$ cat config.mk
export PLATFORM = sky130hd
export DESIGN_NAME = cop0_exc_ctrl
export DESIGN_NICKNAME = d
export VERILOG_FILES = /design/src/rtl/cop0_exc_ctrl.sv
export SDC_FILE = /design/constraint.sdc
export NUM_CORES = 1
export LEC_CHECK = 0
export CAP_MARGIN = 20
export CELL_PAD_IN_SITES_DETAIL_PLACEMENT = 0
export CELL_PAD_IN_SITES_GLOBAL_PLACEMENT = 1
export CORE_MARGIN = 2
export CORE_UTILIZATION = 29
export CTS_CLUSTER_DIAMETER = 100
export DETAILED_ROUTE_END_ITERATION = 7
export PLACE_DENSITY_LB_ADDON = 0.1
export SETUP_SLACK_MARGIN = 0.02
export SYNTH_ARGS = -nofsm -noshare
export SYNTH_HDL_FRONTEND = slang
export SYNTH_SLANG_ARGS = --single-unit
$ cat constraint.sdc
create_clock -name clk -period 2.6 [get_ports clk]
set_input_delay 0.52 -clock clk [delete_from_list [all_inputs] [get_ports clk]]
set_output_delay 0.52 -clock clk [all_outputs]
set_load 0.02 [all_outputs]
$ cat src/rtl/cop0_exc_ctrl.sv
// cop0_exc_ctrl - exception/interrupt sequencer for coprocessor 0.
//
// Samples EX-stage exception flags, pending interrupts and cop0 status bits
// while idle. It selects one winning event and then runs a fixed sequence:
// FLUSH (kill the pipeline), COMMIT or RET (cop0 state update), and
// REDIRECT (load the new PC).
//
// Optional build macro: COP0_TIMER_INT_EN adds a count/compare timer whose
// pending flag is ORed into cop_ip[7]. That build also adds the ports
// cmp_wr, cmp_wdata and count_out.
//
// Ports:
//   clk, rst                    clock, synchronous active-high reset
//   ex_valid, ex_pc, ex_bd      EX instruction valid, its PC, delay-slot flag
//   ex_ri/ov/sys/brk/eret       EX exception / eret flags
//   hard_int, sw_ip             hardware lines (level) and software pending bits
//   status_im/ie/exl/erl/bev    cop0 STATUS fields
//   epc_in, error_epc_in        current cop0 EPC / ERROR_EPC
//   busy, flush                 sequence active / kill IF-ID-EX
//   cop_wr, cop_epc_wr          cop0 exception record strobe / EPC+BD update
//   cop_exc_code, cop_epc, cop_bd  values written to cop0
//   cop_ip                      CAUSE[15:8] pending bits
//   cop_clr_exl, cop_clr_erl    eret strobes
//   pc_redirect, redirect_pc    PC load strobe and target
module cop0_exc_ctrl #(
    parameter logic [31:0] EXCEPTION_ENTRY = 32'h8000_0180,
    parameter logic [31:0] BOOT_ENTRY      = 32'hBFC0_0380
) (
    input  logic        clk,
    input  logic        rst,
    input  logic        ex_valid,
    input  logic [31:0] ex_pc,
    input  logic        ex_bd,
    input  logic        ex_ri,
    input  logic        ex_ov,
    input  logic        ex_sys,
    input  logic        ex_brk,
    input  logic        ex_eret,
    input  logic [5:0]  hard_int,
    input  logic [1:0]  sw_ip,
    input  logic [7:0]  status_im,
    input  logic        status_ie,
    input  logic        status_exl,
    input  logic        status_erl,
    input  logic        status_bev,
    input  logic [31:0] epc_in,
    input  logic [31:0] error_epc_in,
`ifdef COP0_TIMER_INT_EN
    input  logic        cmp_wr,
    input  logic [31:0] cmp_wdata,
    output logic [31:0] count_out,
`endif
    output logic        busy,
    output logic        flush,
    output logic        cop_wr,
    output logic        cop_epc_wr,
    output logic [4:0]  cop_exc_code,
    output logic [31:0] cop_epc,
    output logic        cop_bd,
    output logic [7:0]  cop_ip,
    output logic        cop_clr_exl,
    output logic        cop_clr_erl,
    output logic        pc_redirect,
    output logic [31:0] redirect_pc
);

    typedef enum logic [2:0] {
        IDLE     = 3'd0,
        FLUSH    = 3'd1,
        COMMIT   = 3'd2,
        RET      = 3'd3,
        REDIRECT = 3'd4
    } state_t;

    state_t      state_r, state_s;
    logic [5:0]  hard_int_r;
    logic [4:0]  code_r;
    logic        eret_r;
    logic        bd_r;
    logic [31:0] epc_r;
    logic        epc_wr_r;
    logic [31:0] target_r;

    logic        ip7_s;
    logic        int_ok_s;
    logic        evt_s;
    logic        evt_eret_s;
    logic [4:0]  evt_code_s;
    logic        accept_s;

`ifdef COP0_TIMER_INT_EN
    logic        tick_r;
    logic [31:0] count_r;
    logic [31:0] compare_r;
    logic        pending_r;

    // Timer: count advances every second clock; compare match raises pending
    always_ff @(posedge clk) begin
        if (rst) begin
            tick_r    <= 1'b0;
            count_r   <= 32'd0;
            compare_r <= 32'd0;
            pending_r <= 1'b0;
        end else begin
            tick_r <= ~tick_r;
            if (tick_r) begin
                count_r <= count_r + 32'd1;
            end
            // A compare write both reloads and acknowledges the timer
            if (cmp_wr) begin
                compare_r <= cmp_wdata;
                pending_r <= 1'b0;
            end else if (count_r == compare_r) begin
                pending_r <= 1'b1;
            end
        end
    end

    assign count_out = count_r;
    assign ip7_s     = hard_int_r[5] | pending_r;
`else
    assign ip7_s     = hard_int_r[5];
`endif

    assign cop_ip   = {ip7_s, hard_int_r[4:0], sw_ip};
    assign int_ok_s = status_ie & ~status_exl & ~status_erl & (|(cop_ip & status_im));

    // Event priority: interrupt, RI, OV, SYS, BP, ERET; lower flags are dropped
    always_comb begin
        evt_s      = 1'b1;
        evt_eret_s = 1'b0;
        evt_code_s = 5'h00;
        if (int_ok_s) begin
            evt_code_s = 5'h00;
        end else if (ex_ri) begin
            evt_code_s = 5'h0A;
        end else if (ex_ov) begin
            evt_code_s = 5'h0C;
        end else if (ex_sys) begin
            evt_code_s = 5'h08;
        end else if (ex_brk) begin
            evt_code_s = 5'h09;
        end else if (ex_eret) begin
            evt_eret_s = 1'b1;
        end else begin
            evt_s = 1'b0;
        end
    end

    assign accept_s = (state_r == IDLE) & ex_valid & evt_s;

    // Next-state logic for the flush/update/redirect sequence
    always_comb begin
        state_s = state_r;
        case (state_r)
            IDLE:     state_s = accept_s ? FLUSH : IDLE;
            FLUSH:    state_s = eret_r ? RET : COMMIT;
            COMMIT:   state_s = REDIRECT;
            RET:      state_s = REDIRECT;
            REDIRECT: state_s = IDLE;
            default:  state_s = IDLE;
        endcase
    end

    // State register
    always_ff @(posedge clk) begin
        if (rst) begin
            state_r <= IDLE;
        end else begin
            state_r <= state_s;
        end
    end

    // Event latch, interrupt-line sync and redirect target capture
    always_ff @(posedge clk) begin
        if (rst) begin
            hard_int_r <= 6'd0;
            code_r     <= 5'd0;
            eret_r     <= 1'b0;
            bd_r       <= 1'b0;
            epc_r      <= 32'd0;
            epc_wr_r   <= 1'b0;
            target_r   <= 32'd0;
        end else begin
            hard_int_r <= hard_int;
            if (accept_s) begin
                code_r   <= evt_code_s;
                eret_r   <= evt_eret_s;
                bd_r     <= ex_bd;
                epc_r    <= ex_bd ? (ex_pc - 32'd4) : ex_pc;
                // A nested exception (EXL already set) must keep the old EPC
                epc_wr_r <= ~status_exl;
            end
            if (state_r == COMMIT) begin
                target_r <= status_bev ? BOOT_ENTRY : EXCEPTION_ENTRY;
            end else if (state_r == RET) begin
                target_r <= status_erl ? error_epc_in : epc_in;
            end else begin
                target_r <= target_r;
            end
        end
    end

    // Output decode from the state register and latched event
    always_comb begin
        busy         = 1'b0;
        flush        = 1'b0;
        cop_wr       = 1'b0;
        cop_epc_wr   = 1'b0;
        cop_exc_code = 5'd0;
        cop_epc      = 32'd0;
        cop_bd       = 1'b0;
        cop_clr_exl  = 1'b0;
        cop_clr_erl  = 1'b0;
        pc_redirect  = 1'b0;
        redirect_pc  = 32'd0;
        case (state_r)
            IDLE: begin
                busy = 1'b0;
            end
            FLUSH: begin
                busy  = 1'b1;
                flush = 1'b1;
            end
            COMMIT: begin
                busy         = 1'b1;
                cop_wr       = 1'b1;
                cop_epc_wr   = epc_wr_r;
                cop_exc_code = code_r;
                cop_epc      = epc_r;
                cop_bd       = bd_r;
            end
            RET: begin
                busy        = 1'b1;
                cop_clr_erl = status_erl;
                cop_clr_exl = ~status_erl;
            end
            REDIRECT: begin
                busy        = 1'b1;
                pc_redirect = 1'b1;
                redirect_pc = target_r;
            end
            default: begin
                busy = 1'b0;
            end
        endcase
    end

endmodule

==> impl_metrics.toml <==
[finish]
layout-drive-gt1-share = 0.1403
synthToLayoutAreaGrowth_pct = 64.27
nets = 848
num_antenna_cells = 0

[global_routing]
overflow = 0
antenna_found_initial = 0
use_met1 = 0.2062
grt.busiest_layer = "met2"
grt_util_met2 = 0.3121
grt_pass1_wl_mm = 23.03
grt_pass1_vias = 4466
grt_max_degree = 81
grt_use_total = 0.1784
met3_usage = 0.05483

[worst_setup_path]
rr_worst_depth = 6
r2r_slack_ps = 800
worstPathRequired_ps = 2080
crit_arrival_ps = 1960
cp_max_fo = 39
critPathLaunchType = "register"
end_kind = "output port"
worstSetupPathType = "reg2out"
r2r_end = "epc_r[29]$_SDFFE_PP0P_"
reg2reg_from = "hard_int_r[0]$_SDFF_PP0_"

[logic_synthesis]
synth_common_cells = "80 x dfxtp_1, 51 x a21oi_1, 47 x nor2_1"
ys_ff_latch = 80
synthCells = 511
yosys-top-cells-area = "dfxtp_1 37%, a21oi_1 5.8%, and2_1 5.7%"
ys_warn_count = 0
synth_largest_area_cell = "dfxtp_1"
synth.distinct_cells = 50
synth_top_area_frac = 0.3656
ys_seq_area_frac = 0.3656
postSynthAreaPerCell_sq_um = 8.572
syn-cell-area_sq_um = 4380
synth_most_common_cell = "dfxtp_1"
synth_edf_count = 0
syn_nets = 637
synth-main-ff-cell = "dfxtp_1"
async_flop_share = 0

[placed_design]
gp_congestion = 0.8021
hpwl_mm = 10.43
port_buffers = 208

[clock_network]
cts_max_path_buffers = 2
htree_levels = 3
clk_pin_slew_worst_paths_ps = 70
cts_hold_buf = 0
cts_inserted_buffers = 9
clock_sinks = 80
cts_tree = "yes"
root_buffer = "clkbuf_16"
clock_latency_ps = 340
cts_setup_buffers = 0

[power]
p_leak_nw = 3.032
p_clk_frac = 0.373
p_int_mw = 2.328
sw_frac_of_total = 0.2666
seq_power_share = 0.421
p_sw_uw = 846.3
cellPowerDensity_nw_per_um2 = 441.1
ir_drop_mv = 0.2714
power_mw = 3.174
combPwrFrac = 0.206

[drt]
vias = 4528
routedWlPerCell_um = 15.99
dr.pass1.iters = 4
drc = 0
routed_wl_mm = 14.56
antenna_violating_nets_post_route = 0
drt-vias-per-instance = 4.970
drt_first_iter_violations = 247

[sta]
layout_min_cycle_time_ps = 2478
setup_violations = 0
timing.setup.tns_ps = 0
holdWs_ps = 465.4
finalHoldViolCount = 0
fmax_mhz = 403.5
rsz0062_at_grt = "false"
skew_ps = 8.863
slew_viol_final = 0
finalCritPeriodShare = 0.9532

[min_path]
hp-class = "reg2reg"
min_from = "eret_r$_SDFFE_PP0P_"
min_to = "state_r[0]$_SDFF_PP0_"
worstHoldPathCells = 2

[floorplan]
row_count = 44
die_height_um = 126.9
die_w_um = 126.9
ios = 210
start_util = 0.2991
die_area_sq_um = 16100
core_area_sq_um = 14640

[outcome]
status = "complete, no violations"

[job]
drv_cap = 0
metal layers:
layer | vias up | wire length [um]
li1 | 2263 | -
met1 | 2090 | 6115
met2 | 157 | 7039
met3 | 18 | 1083
met4 | 0 | 325
met5 | - | 0
state kept, by name, summed over array words and instances, names as in the netlist:
| signal | cells |
|---|---|
| bd_r | 1 |
| hard_int_r | 6 |
| target_r | 32 |
| epc_r | 32 |
| state_r | 3 |
| epc_wr_r | 1 |
| code_r | 4 |
| eret_r | 1 |
layout by cell type, fill, tap and decap left out, drive strengths merged, types with 7 or more instances in the layout:
| master | netlist | routed |
|---|---|---|
| nor2 | 47 | 47 |
| a22oi | 24 | 24 |
| xnor2 | 22 | 22 |
| nand2 | 11 | 11 |
| clkdlybuf4s50 | 0 | 187 |
| a21oi | 51 | 51 |
| o21ai | 8 | 8 |
| dlymetal6s2s | 0 | 20 |
| and2 | 40 | 40 |
| mux2 | 20 | 20 |
| clkbuf | 38 | 10 |
| and3 | 32 | 32 |
| buf | 7 | 38 |
| dfxtp | 80 | 80 |
| mux2i | 7 | 7 |
| a211oi | 36 | 36 |
| nor3 | 15 | 15 |
| nand3 | 8 | 8 |
| nor2b | 11 | 11 |
stage by stage:
step / utilization / cells / worst slack (ps) / instance area, sq um
2_1_floorplan: - / 511 / 484.3 / 4380
3_3_place_gp: 0.4688 / 895 / 6.749 / 6865
3_5_place_dp: 0.4688 / 895 / -17.45 / 6865
4_1_cts: 0.4875 / 911 / 19.16 / 7139
5_1_grt: 0.4914 / 911 / 26.57 / 7196
6_report: 0.4914 / 911 / 121.7 / 7196
worst max-delay path: stages (launching register included):
cell and delay (ps):
dfxtp_1 330, nand2b_1 180, nor2_2 140, buf_12 200
and2_1 140, clkdlybuf4s50_1 620
cells by family after synthesis:
| group | share of synthesized area |
|---|---|
| AOI/OAI and AO/OA | 0.1911 |
| xor gates and xnor gates | 0.05598 |
| adders and majority gates | 0.002856 |
| buffers and inverters | 0.04656 |
| DFF | 0.3656 |
| muxes | 0.06741 |
| other | 0.0008561 |
| and+or+nand+nor | 0.2696 |
how the worst max path moves through the flow:
stage                                      from                endpoint  slack [ps]  cells after the start
after floorplan                       ex_pc[16]  epc_r[29]$_SDFFE_PP0P_         480                      6
after detailed placement              ex_pc[24]  epc_r[29]$_SDFFE_PP0P_         -20                      6
final                     state_r[2]$_SDFF_PP0_              cop_epc[9]         120                      5
after global placement                ex_pc[29]  epc_r[31]$_SDFFE_PP0P_           7                      6
after CTS                 state_r[0]$_SDFF_PP0_          redirect_pc[2]          20                      4
after global routing      state_r[0]$_SDFF_PP0_          redirect_pc[2]          30                      4
repair_timing:
item	CTS	global route
resized for setup	0	22
setup endpoints to repair	1	65
cloned	0	0
cell type report:
| type | count | area [sq um] |
|---|---|---|
| Inverter | 4 | 15.01 |
| Timing Repair Buffer | 245 | 2480 |
| Multi-Input combinational cell | 382 | 2594 |
| Clock buffer | 10 | 239.0 |
| Sequential cell | 80 | 1603 |
| Clock inverter | 6 | 35.03 |
| Tap cell | 184 | 230.2 |
| Fill cell | 1405 | 7448 |
power groups by stage:
stage / clock network, mW / logic, mW / registers, mW
2_1_floorplan: 0 / 0.299 / 1.36
3_3_place_gp: 0 / 0.650 / 1.36
3_5_place_dp: 0 / 0.660 / 1.36
4_1_cts: 1.23 / 0.663 / 1.33
5_1_grt: 1.28 / 0.714 / 1.34
6_report: 1.18 / 0.655 / 1.34
Note: power is estimated with default switching activity, not from simulation.
